==> src/rtl/sysreg_spr_ctrl_if.sv <==
// Request/strobe bundle between the execute stage, the exception unit,
// the SPR register and the SPR update controller.
interface sysreg_spr_ctrl_if #(
    parameter int N = 32
);
    logic         iEXE_WR_REQ;
    logic [N-1:0] iEXE_WR_DATA;
    logic         iEXE_ADJ_REQ;
    logic         iEXE_ADJ_DIR;
    logic [3:0]   iEXE_ADJ_CNT;
    logic         oEXE_BUSY;
    logic         iEXCEPT_REQ;
    logic [N-1:0] iEXCEPT_KSP;
    logic         oEXCEPT_ACK;
    logic         iEXRET_REQ;
    logic         oEXRET_ACK;
    logic [N-1:0] iSPR_INFO_DATA;
    logic         oSPR_REGIST_REQ;
    logic [N-1:0] oSPR_REGIST_DATA;
    logic [N-1:0] oSAVED_SPR;
    logic         oADJ_WRAP;

    // Requesters and the SPR register side
    modport master (
        output iEXE_WR_REQ, iEXE_WR_DATA, iEXE_ADJ_REQ, iEXE_ADJ_DIR, iEXE_ADJ_CNT,
        output iEXCEPT_REQ, iEXCEPT_KSP, iEXRET_REQ, iSPR_INFO_DATA,
        input  oEXE_BUSY, oEXCEPT_ACK, oEXRET_ACK, oSPR_REGIST_REQ,
        input  oSPR_REGIST_DATA, oSAVED_SPR, oADJ_WRAP
    );

    modport slave (
        input  iEXE_WR_REQ, iEXE_WR_DATA, iEXE_ADJ_REQ, iEXE_ADJ_DIR, iEXE_ADJ_CNT,
        input  iEXCEPT_REQ, iEXCEPT_KSP, iEXRET_REQ, iSPR_INFO_DATA,
        output oEXE_BUSY, oEXCEPT_ACK, oEXRET_ACK, oSPR_REGIST_REQ,
        output oSPR_REGIST_DATA, oSAVED_SPR, oADJ_WRAP
    );
endinterface

==> src/rtl/sysreg_spr_ctrl.sv <==
// SPR update controller: arbitrates exception entry/return, direct writes and
// push/pop adjusts onto the single SPR write port, keeping a pre-exception shadow.
module sysreg_spr_ctrl #(
    parameter int N    = 32,
    parameter int STEP = 4
) (
    input logic              iCLOCK,
    input logic              inRESET,
    sysreg_spr_ctrl_if.slave bus
);

    typedef enum logic [1:0] {
        IDLE     = 2'd0,
        EXC_SAVE = 2'd1,
        EXC_LOAD = 2'd2,
        RET_LOAD = 2'd3
    } ctrlState_t;

    ctrlState_t   state;
    ctrlState_t   stateNext;

    logic [N-1:0] kspLatch;
    logic [N-1:0] kspNext;
    logic [N-1:0] shadow;
    logic [N-1:0] shadowNext;
    logic         regReq;
    logic         regReqNext;
    logic [N-1:0] regData;
    logic [N-1:0] regDataNext;
    logic         excAck;
    logic         excAckNext;
    logic         retAck;
    logic         retAckNext;
    logic         adjWrap;
    logic         adjWrapNext;

    logic [N-1:0] base;
    logic [N-1:0] delta;
    logic [N:0]   adjResult;

    // A strobe still in flight has not reached the SPR yet, so forward it.
    assign base      = regReq ? regData : bus.iSPR_INFO_DATA;
    assign delta     = N'(bus.iEXE_ADJ_CNT) * N'(STEP);
    assign adjResult = bus.iEXE_ADJ_DIR ? ({1'b0, base} - {1'b0, delta})
                                        : ({1'b0, base} + {1'b0, delta});

    assign bus.oEXE_BUSY        = (state != IDLE) | bus.iEXCEPT_REQ | bus.iEXRET_REQ;
    assign bus.oEXCEPT_ACK      = excAck;
    assign bus.oEXRET_ACK       = retAck;
    assign bus.oSPR_REGIST_REQ  = regReq;
    assign bus.oSPR_REGIST_DATA = regData;
    assign bus.oSAVED_SPR       = shadow;
    assign bus.oADJ_WRAP        = adjWrap;

    always_ff @(posedge iCLOCK or negedge inRESET) begin
        if (!inRESET) begin
            state    <= IDLE;
            kspLatch <= '0;
            shadow   <= '0;
            regReq   <= 1'b0;
            regData  <= '0;
            excAck   <= 1'b0;
            retAck   <= 1'b0;
            adjWrap  <= 1'b0;
        end else begin
            state    <= stateNext;
            kspLatch <= kspNext;
            shadow   <= shadowNext;
            regReq   <= regReqNext;
            regData  <= regDataNext;
            excAck   <= excAckNext;
            retAck   <= retAckNext;
            adjWrap  <= adjWrapNext;
        end
    end

    // Fixed priority in IDLE: exception > return > direct write > adjust.
    always_comb begin
        stateNext   = state;
        kspNext     = kspLatch;
        shadowNext  = shadow;
        regReqNext  = 1'b0;
        regDataNext = regData;
        excAckNext  = 1'b0;
        retAckNext  = 1'b0;
        adjWrapNext = 1'b0;

        case (state)
            IDLE: begin
                if (bus.iEXCEPT_REQ) begin
                    kspNext   = bus.iEXCEPT_KSP;
                    stateNext = EXC_SAVE;
                end else if (bus.iEXRET_REQ) begin
                    stateNext = RET_LOAD;
                end else if (bus.iEXE_WR_REQ) begin
                    regReqNext  = 1'b1;
                    regDataNext = bus.iEXE_WR_DATA;
                end else if (bus.iEXE_ADJ_REQ && (bus.iEXE_ADJ_CNT != 4'd0)) begin
                    regReqNext  = 1'b1;
                    regDataNext = adjResult[N-1:0];
                    adjWrapNext = adjResult[N];
                end
            end
            EXC_SAVE: begin
                shadowNext = base;
                stateNext  = EXC_LOAD;
            end
            EXC_LOAD: begin
                regReqNext  = 1'b1;
                regDataNext = kspLatch;
                excAckNext  = 1'b1;
                stateNext   = IDLE;
            end
            RET_LOAD: begin
                regReqNext  = 1'b1;
                regDataNext = shadow;
                retAckNext  = 1'b1;
                stateNext   = IDLE;
            end
            default: begin
                stateNext = IDLE;
            end
        endcase
    end

    // Every acknowledge coincides with its regist strobe, and never both at once.
    ackHasStrobe: assert property (@(posedge iCLOCK) disable iff (!inRESET)
        (excAck || retAck) |-> regReq);
    acksExclusive: assert property (@(posedge iCLOCK) disable iff (!inRESET)
        !(excAck && retAck));

endmodule

==> src/flat_wrapper.sv <==
// flat-port wrapper written by rule: the top's interface ports become plain ports
module sysreg_spr_ctrl_flat 
#(
    parameter int N    = 32,
    parameter int STEP = 4
)
  (iCLOCK, inRESET, bus_iEXE_WR_REQ, bus_iEXE_WR_DATA, bus_iEXE_ADJ_REQ, bus_iEXE_ADJ_DIR, bus_iEXE_ADJ_CNT, bus_iEXCEPT_REQ, bus_iEXCEPT_KSP, bus_iEXRET_REQ, bus_iSPR_INFO_DATA, bus_oEXE_BUSY, bus_oEXCEPT_ACK, bus_oEXRET_ACK, bus_oSPR_REGIST_REQ, bus_oSPR_REGIST_DATA, bus_oSAVED_SPR, bus_oADJ_WRAP);
  sysreg_spr_ctrl_if #(.N(N)) bus_i ();
  input logic iCLOCK;
  input logic inRESET;
  input wire logic [$bits(bus_i.iEXE_WR_REQ)-1:0] bus_iEXE_WR_REQ;
  input wire logic [$bits(bus_i.iEXE_WR_DATA)-1:0] bus_iEXE_WR_DATA;
  input wire logic [$bits(bus_i.iEXE_ADJ_REQ)-1:0] bus_iEXE_ADJ_REQ;
  input wire logic [$bits(bus_i.iEXE_ADJ_DIR)-1:0] bus_iEXE_ADJ_DIR;
  input wire logic [$bits(bus_i.iEXE_ADJ_CNT)-1:0] bus_iEXE_ADJ_CNT;
  input wire logic [$bits(bus_i.iEXCEPT_REQ)-1:0] bus_iEXCEPT_REQ;
  input wire logic [$bits(bus_i.iEXCEPT_KSP)-1:0] bus_iEXCEPT_KSP;
  input wire logic [$bits(bus_i.iEXRET_REQ)-1:0] bus_iEXRET_REQ;
  input wire logic [$bits(bus_i.iSPR_INFO_DATA)-1:0] bus_iSPR_INFO_DATA;
  output wire logic [$bits(bus_i.oEXE_BUSY)-1:0] bus_oEXE_BUSY;
  output wire logic [$bits(bus_i.oEXCEPT_ACK)-1:0] bus_oEXCEPT_ACK;
  output wire logic [$bits(bus_i.oEXRET_ACK)-1:0] bus_oEXRET_ACK;
  output wire logic [$bits(bus_i.oSPR_REGIST_REQ)-1:0] bus_oSPR_REGIST_REQ;
  output wire logic [$bits(bus_i.oSPR_REGIST_DATA)-1:0] bus_oSPR_REGIST_DATA;
  output wire logic [$bits(bus_i.oSAVED_SPR)-1:0] bus_oSAVED_SPR;
  output wire logic [$bits(bus_i.oADJ_WRAP)-1:0] bus_oADJ_WRAP;
  assign bus_i.iEXE_WR_REQ = bus_iEXE_WR_REQ;
  assign bus_i.iEXE_WR_DATA = bus_iEXE_WR_DATA;
  assign bus_i.iEXE_ADJ_REQ = bus_iEXE_ADJ_REQ;
  assign bus_i.iEXE_ADJ_DIR = bus_iEXE_ADJ_DIR;
  assign bus_i.iEXE_ADJ_CNT = bus_iEXE_ADJ_CNT;
  assign bus_i.iEXCEPT_REQ = bus_iEXCEPT_REQ;
  assign bus_i.iEXCEPT_KSP = bus_iEXCEPT_KSP;
  assign bus_i.iEXRET_REQ = bus_iEXRET_REQ;
  assign bus_i.iSPR_INFO_DATA = bus_iSPR_INFO_DATA;
  assign bus_oEXE_BUSY = bus_i.oEXE_BUSY;
  assign bus_oEXCEPT_ACK = bus_i.oEXCEPT_ACK;
  assign bus_oEXRET_ACK = bus_i.oEXRET_ACK;
  assign bus_oSPR_REGIST_REQ = bus_i.oSPR_REGIST_REQ;
  assign bus_oSPR_REGIST_DATA = bus_i.oSPR_REGIST_DATA;
  assign bus_oSAVED_SPR = bus_i.oSAVED_SPR;
  assign bus_oADJ_WRAP = bus_i.oADJ_WRAP;
  sysreg_spr_ctrl #(.N(N), .STEP(STEP)) u_core (.iCLOCK(iCLOCK), .inRESET(inRESET), .bus(bus_i));
endmodule
==> config.mk <==
export PLATFORM = sky130hd
export DESIGN_NAME = sysreg_spr_ctrl_flat
export DESIGN_NICKNAME = d
export VERILOG_FILES = /design/src/rtl/sysreg_spr_ctrl_if.sv /design/src/rtl/sysreg_spr_ctrl.sv /design/src/flat_wrapper.sv
export SDC_FILE = /design/constraint.sdc
export NUM_CORES = 1
export LEC_CHECK = 0
export ABC_AREA = 1
export BUFFER_PORTS_ARGS = -buffer_cell sky130_fd_sc_hd__buf_2
export CAP_MARGIN = 20
export CORE_AREA = 2 2 129 131
export CTS_CLUSTER_SIZE = 28
export DETAILED_ROUTE_END_ITERATION = 16
export DIE_AREA = 0 0 131 133
export PLACE_DENSITY = 0.71
export SETUP_SLACK_MARGIN = 0.15
export SLEW_MARGIN = 20
export SYNTH_ARGS = -nofsm -noshare
export SYNTH_HDL_FRONTEND = slang
export SYNTH_SLANG_ARGS = --single-unit
==> constraint.sdc <==
create_clock -name iCLOCK -period 3.1 [get_ports iCLOCK]
set_clock_uncertainty 0.2 [all_clocks]
set_input_delay 0.62 -clock iCLOCK [delete_from_list [all_inputs] [get_ports iCLOCK]]
set_output_delay 0.62 -clock iCLOCK [all_outputs]
set_load 0.005 [all_outputs]
# Word level (Yosys, flattened, before mapping)
# Index checks and enable logic that the tools add are counted.
# classes
mux,22
n_reduce_logical,8
add_sub_neg,2
eq_ne,7
bitwise,2
# op_table
operator,n
$mux W32,5
$pmux W32 S3,1
$add A32 B6 Y33,1
$mux W33,1
$sub A32 B6 Y33,1
$mux W1,11
$pmux W2 S3,1
$eq A2 B2 Y1 const B,2
$mux W2,2
$ne A2 B2 Y1 const B,2
$reduce_and A4 Y1,1
$reduce_bool A4 Y1,1
$ne A3 B2 Y1 const B,1
$ne A3 B3 Y1 const B,1
$reduce_bool A3 Y1,1
$eq A2 B1 Y1 const B,1
$logic_not A2 Y1,1
$or A1 B1 Y1,2
$pmux W1 S2,1
$reduce_and A2 Y1,1
$reduce_bool A2 Y1,1
$reduce_or A2 Y1,1
$logic_and A1 B1 Y1,1
# word_totals
elab_cells,49
inputBits,107
out_inout_bits,69
ff_bits,102

# Logic depth before layout (Yosys ltp)
# depth
ltp_word,8
mapped_depth,19
ltp_nobuf,19

# Worst setup path before layout
# No wires, ideal clock.
# synth_timing
path_kind,input -> register
start,input port bus_iEXE_ADJ_CNT[0]
end,register u_core.regData[19] (netlist: u_core.bus.oSPR_REGIST_DATA[19])
arrival_time_ns,2.535
setup_slack_ns,0.239
n_path_buf,0
setup_time_ns,0.126
path_stages,19
required_time_ns,2.774
path_cell_list,inv_1 ha_1 inv_1 nor2_2 a21oi_1 inv_1 ha_1 nand2_1 inv_1 nand2_1 nand2_1 nand2_1 nand3_1 nand2_1 nand2_1 nand2_1 nand2_1 o21ai_0 a21oi_2
# synth_via
elab_chain_len,7
elab_cells_between_ends,12
cone_classes,add/sub (2); eq/ne (1); mux (6); reduce/logical (3)
# synth_rtl
element,line,text
"start, declared",flat_wrapper.sv:15,input wire logic [$bits(bus_i.iEXE_ADJ_CNT)-1:0] bus_iEXE_ADJ_CNT;
$add A32 B6 Y33 / $sub A32 B6 Y33 (equally long branches),"sysreg_spr_ctrl.sv:45, sysreg_spr_ctrl.sv:44",
$mux W33,sysreg_spr_ctrl.sv:44,"assign adjResult = bus.iEXE_ADJ_DIR ? ({1'b0, base} - {1'b0, delta})"
$mux W32,sysreg_spr_ctrl.sv:98,end else if (bus.iEXE_ADJ_REQ && (bus.iEXE_ADJ_CNT != 4'd0)) begin
$mux W32,sysreg_spr_ctrl.sv:95,end else if (bus.iEXE_WR_REQ) begin
$mux W32,sysreg_spr_ctrl.sv:93,end else if (bus.iEXRET_REQ) begin
$mux W32,sysreg_spr_ctrl.sv:90,if (bus.iEXCEPT_REQ) begin
$pmux W32 S3,sysreg_spr_ctrl.sv:88,case (state)
"end signal, assigned",sysreg_spr_ctrl.sv:70,regData <= regDataNext;
"end, declared",sysreg_spr_ctrl.sv:28,logic [N-1:0] regData;
# Parallel ways exist; a longest one is shown, timed or not. The select of a mux whose other input is x is not followed.
# A chain may end at the register's enable or synchronous reset.

# Worst setup path in the final report
# layout_timing
start,input port bus_iEXE_ADJ_CNT[0]
end,register u_core.adjWrap (netlist: u_core.bus.oADJ_WRAP)
# layout_via
elab_chain_len,7
elab_cells_between_ends,10
cone_classes,add/sub (2); mux (6); reduce/logical (2)
# layout_rtl
element,line,text
"$add A32 B6 Y33, or another cell as far along",sysreg_spr_ctrl.sv:45,": ({1'b0, base} + {1'b0, delta});"
$mux W33 / $logic_and A1 B1 Y1 (equally long branches),"sysreg_spr_ctrl.sv:44, sysreg_spr_ctrl.sv:98",
$mux W1 (*),sysreg_spr_ctrl.sv:98,
$mux W1 (*),sysreg_spr_ctrl.sv:95,
$mux W1 (*),sysreg_spr_ctrl.sv:93,
$mux W1 (*),sysreg_spr_ctrl.sv:90,
$mux W1 (*),sysreg_spr_ctrl.sv:88,
named net u_core.adjWrapNext,sysreg_spr_ctrl.sv:35,logic adjWrapNext;
"end signal, assigned",sysreg_spr_ctrl.sv:73,adjWrap <= adjWrapNext;
"end, declared",sysreg_spr_ctrl.sv:34,logic adjWrap;
# The timed path passes the listed nets; every way through them passes the cells marked *.

==> results.toml <==
[clock_tree]
clk_path_buf_depth = 2
holdBufCountCts = 0
clock-sinks = 102
htreeDepth = 3
clk_pin_slew_ns = 0.07
root_buffer = "clkbuf_16"
clock_latency_ns = 0.36
numCtsBuffers = 9
cts_tree = "built"

[floorplan]
fp-row-count = 47
io_pins = 176
fp.dieArea_mm2 = 0.0174
die_h_um = 133
die_w_um = 131
core_area_mm2 = 0.0162
initial_utilization_pct = 46.1

[hold_path]
hold_path.class = "primary input to asynchronous set/reset pin"

[power_and_ir_drop]
swShare_pct = 48.3
pwr-share-clk_pct = 11.2
power_frac_seq_pct = 23.7
peakVddDrop_mv = 0.640
power_mw = 10.3
pwr-share-comb_pct = 65.1
p_int_mw = 5.31
p_switching_mw = 4.96
powerDensity_mw_per_mm2 = 1060
power.leakage_nw = 5.12

[timing]
drv_slew = 0
hold_violations = 0
totalNegativeSetupSlack_ns = 0
min_period_over_period_pct = 93.6
period_needed_ns = 2.90
setup_violations = 0
tightest_slew_ns = 0.754
relSlewSlack_pct = 49.6
rsz0062_at_grt = "yes"
fin_ws_ns = 0.200
clock.fmax_mhz = 345

[setup_path]
r2r-end = "u_core.bus.oADJ_WRAP$_DFF_PN0_"
r2r-start = "u_core.bus.oSPR_REGIST_REQ$_DFF_PN0_"
startpoint = "bus_iEXE_ADJ_CNT[0]"
worstSetupStartpointType = "primary input"
critPathRequiredTime_ns = 3.14
end_kind = "flop"
reg2reg_setup_slack_ns = 0.24
criticalPathCategory = "primary input to flop"
crit_fanout = 9
worstPathArrival_ns = 2.94
r2r_cells = 14

[layout]
area_delta_synth_final_pct = 29.7
postLayoutCoreUtil_pct = 59.8
nNetsFinal = 1441
drive_gt1_share_pct = 31.5
layoutNonFillerInstCount = 1527

[placed_design]
post-place-ws_ns = -0.248
place_congestion = 0.967
port_buffers = 175
dp_hpwl_um = 19900
placed_cells = 1506

[logic_synthesis]
synth_ff_type = "dfrtp_1"
yosysTopAreaCellShare_pct = 34.2
avgSynthCellArea_um2 = 6.91
ys_types = 41
netlist_instances = 1078
yosysSeqAreaShare_pct = 34.2
synth_common_cells = "260 x nand2_1, 177 x nor2_1, 161 x inv_1, 102 x dfrtp_1, 70 x a21oi_1"
yosys_warnings = 0
synth_area_leaders = "dfrtp_1 34%, nand2_1 13%, nor2_1 8.9%"
post-synth-top-count-cell = "nand2_1"
synth_top_cell_by_area = "dfrtp_1"
synth_fp_nets = 1218
synth-seq-cells = 102
synth_edf_count = 0
syn_area_mm2 = 0.00745
synth-async-reset-ratio_pct = 100

[route]
drtPass1Iterations = 5
detail_route.drc_violations = 0
vias_per_cell = 5.10
wl_per_cell_um = 16.3
via_count = 7785
routed_wl_um = 25000
ant_nets = 0
drt_iter0_drc = 569

[job]
cap_violations = 0

[grt]
grt_pass1_vias = 7237
grt_use_total_pct = 29.0
grt_overflow = 0
grt_pass1_wl_um = 38700
grt_max_degree = 63
antenna_found_initial = 1

[status]
status = "finished, final reports clean"
## timing repair
| item | 4_1_cts | 5_1_grt |
|---|---|---|
| setup buffers | 0 | 4 |
| pin swaps | 0 | 10 |
| endpoints found under the setup margin | 7 | 22 |
| resized for setup | 3 | 92 |
## cell families (layout without fill, tap and decap cells)
family / Yosys count / after routing / synth area share, %
compound gates: 184 / 184 / 14.8
xor+xnor: 11 / 11 / 1.29
fa+ha+maj: 33 / 33 / 5.64
buf+inv: 205 / 433 / 11.2
flops: 102 / 102 / 34.2
mux: 38 / 38 / 5.74
other cells: 0 / 1 / 0
simple gates: 505 / 505 / 27.1
## cells in the final DEF, fill, tap and decap left out, types with 5 or more instances in the layout
master       n
nand3_1     36
ha_1        17
o21ai_1      9
nor2_1     163
ha_4         9
inv_1      160
xor2_1       9
o22ai_1     15
nor2_2      15
a211oi_1     8
buf_2      174
nand2_2     14
nand2_1    245
ha_2         6
o21ai_0     49
nand4_1      5
a21oi_2     22
dfrtp_1    101
inv_2        5
nand3_2      8
a21oi_1     57
nor2_4      10
clkbuf_16    9
buf_4       72
mux2_2      38
## critical path, cell delays in order
cell	delay (ns)
buf_2	0.13
inv_1	0.05
ha_1	0.18
inv_1	0.11
nor2_4	0.06
a21oi_4	0.19
inv_4	0.11
buf_12	0.16
ha_2	0.40
nand2_4	0.09
nor2_4	0.12
nand2_1	0.06
inv_1	0.06
nand3_1	0.14
nand3_2	0.13
a21o_1	0.11
nand2_1	0.04
nand2_1	0.10
nor2_1	0.06
## cell type report
cell class              count  area [um^2]
fillers                  1564         6500
multi-input cells         771         4440
flip-flops and latches    102         2550
repair buffers            250         1470
inverters                 167          629
well taps                 220          275
clock buffers              11          253
clock inverters             5         46.3
diodes                      1         2.50
## sequential cells by signal, indices dropped and copies added (netlist names)
signal / count
u_core.bus.oADJ_WRAP: 1
u_core.bus.oEXCEPT_ACK: 1
u_core.bus.oEXRET_ACK: 1
u_core.bus.oSAVED_SPR: 32
u_core.bus.oSPR_REGIST_DATA: 32
u_core.bus.oSPR_REGIST_REQ: 1
u_core.kspLatch: 32
u_core.state: 2
## power groups by stage
| stage | clock (mW) | sequential, mW | combinational, mW |
|---|---|---|---|
| 3_3_place_gp | 0 | 2.43 | 6.01 |
| 3_5_place_dp | 0 | 2.44 | 6.08 |
| 5_1_grt | 1.22 | 2.50 | 7.36 |
| 2_1_floorplan | 0 | 2.37 | 3.91 |
| 4_1_cts | 1.17 | 2.42 | 6.12 |
| 6_report | 1.15 | 2.43 | 6.68 |
## how the worst max path moves through the flow
stage,to,slack (ns),depth (start not counted)
2_1_floorplan,u_core.bus.oSPR_REGIST_DATA[19]$_DFFE_PN0P_,0.24,19
3_3_place_gp,u_core.bus.oSPR_REGIST_DATA[19]$_DFFE_PN0P_,-0.23,20
3_5_place_dp,u_core.bus.oSPR_REGIST_DATA[24]$_DFFE_PN0P_,-0.25,19
4_1_cts,u_core.bus.oSPR_REGIST_DATA[24]$_DFFE_PN0P_,0.18,19
5_1_grt,u_core.bus.oSPR_REGIST_DATA[24]$_DFFE_PN0P_,0.05,19
6_report,u_core.bus.oADJ_WRAP$_DFF_PN0_,0.20,19
## per-stage QoR
step	hold slack [ns]	area (um^2)
after floorplan	0.124	7450
after global placement	0.294	8960
after detailed placement	0.295	8960
after CTS	0.149	9260
after global routing	0.182	9670
final	0.121	9670
## per-layer routing
layer / vias to the layer above / wire [um] / GRT usage (%)
li1: 3888 / - / -
met1: 3599 / 11900 / 45.3
met2: 260 / 11000 / 42.1
met3: 38 / 1470 / 3.76
met4: 0 / 544 / 7.62
met5: - / 0 / 0
(Power assumes the default switching activity.)
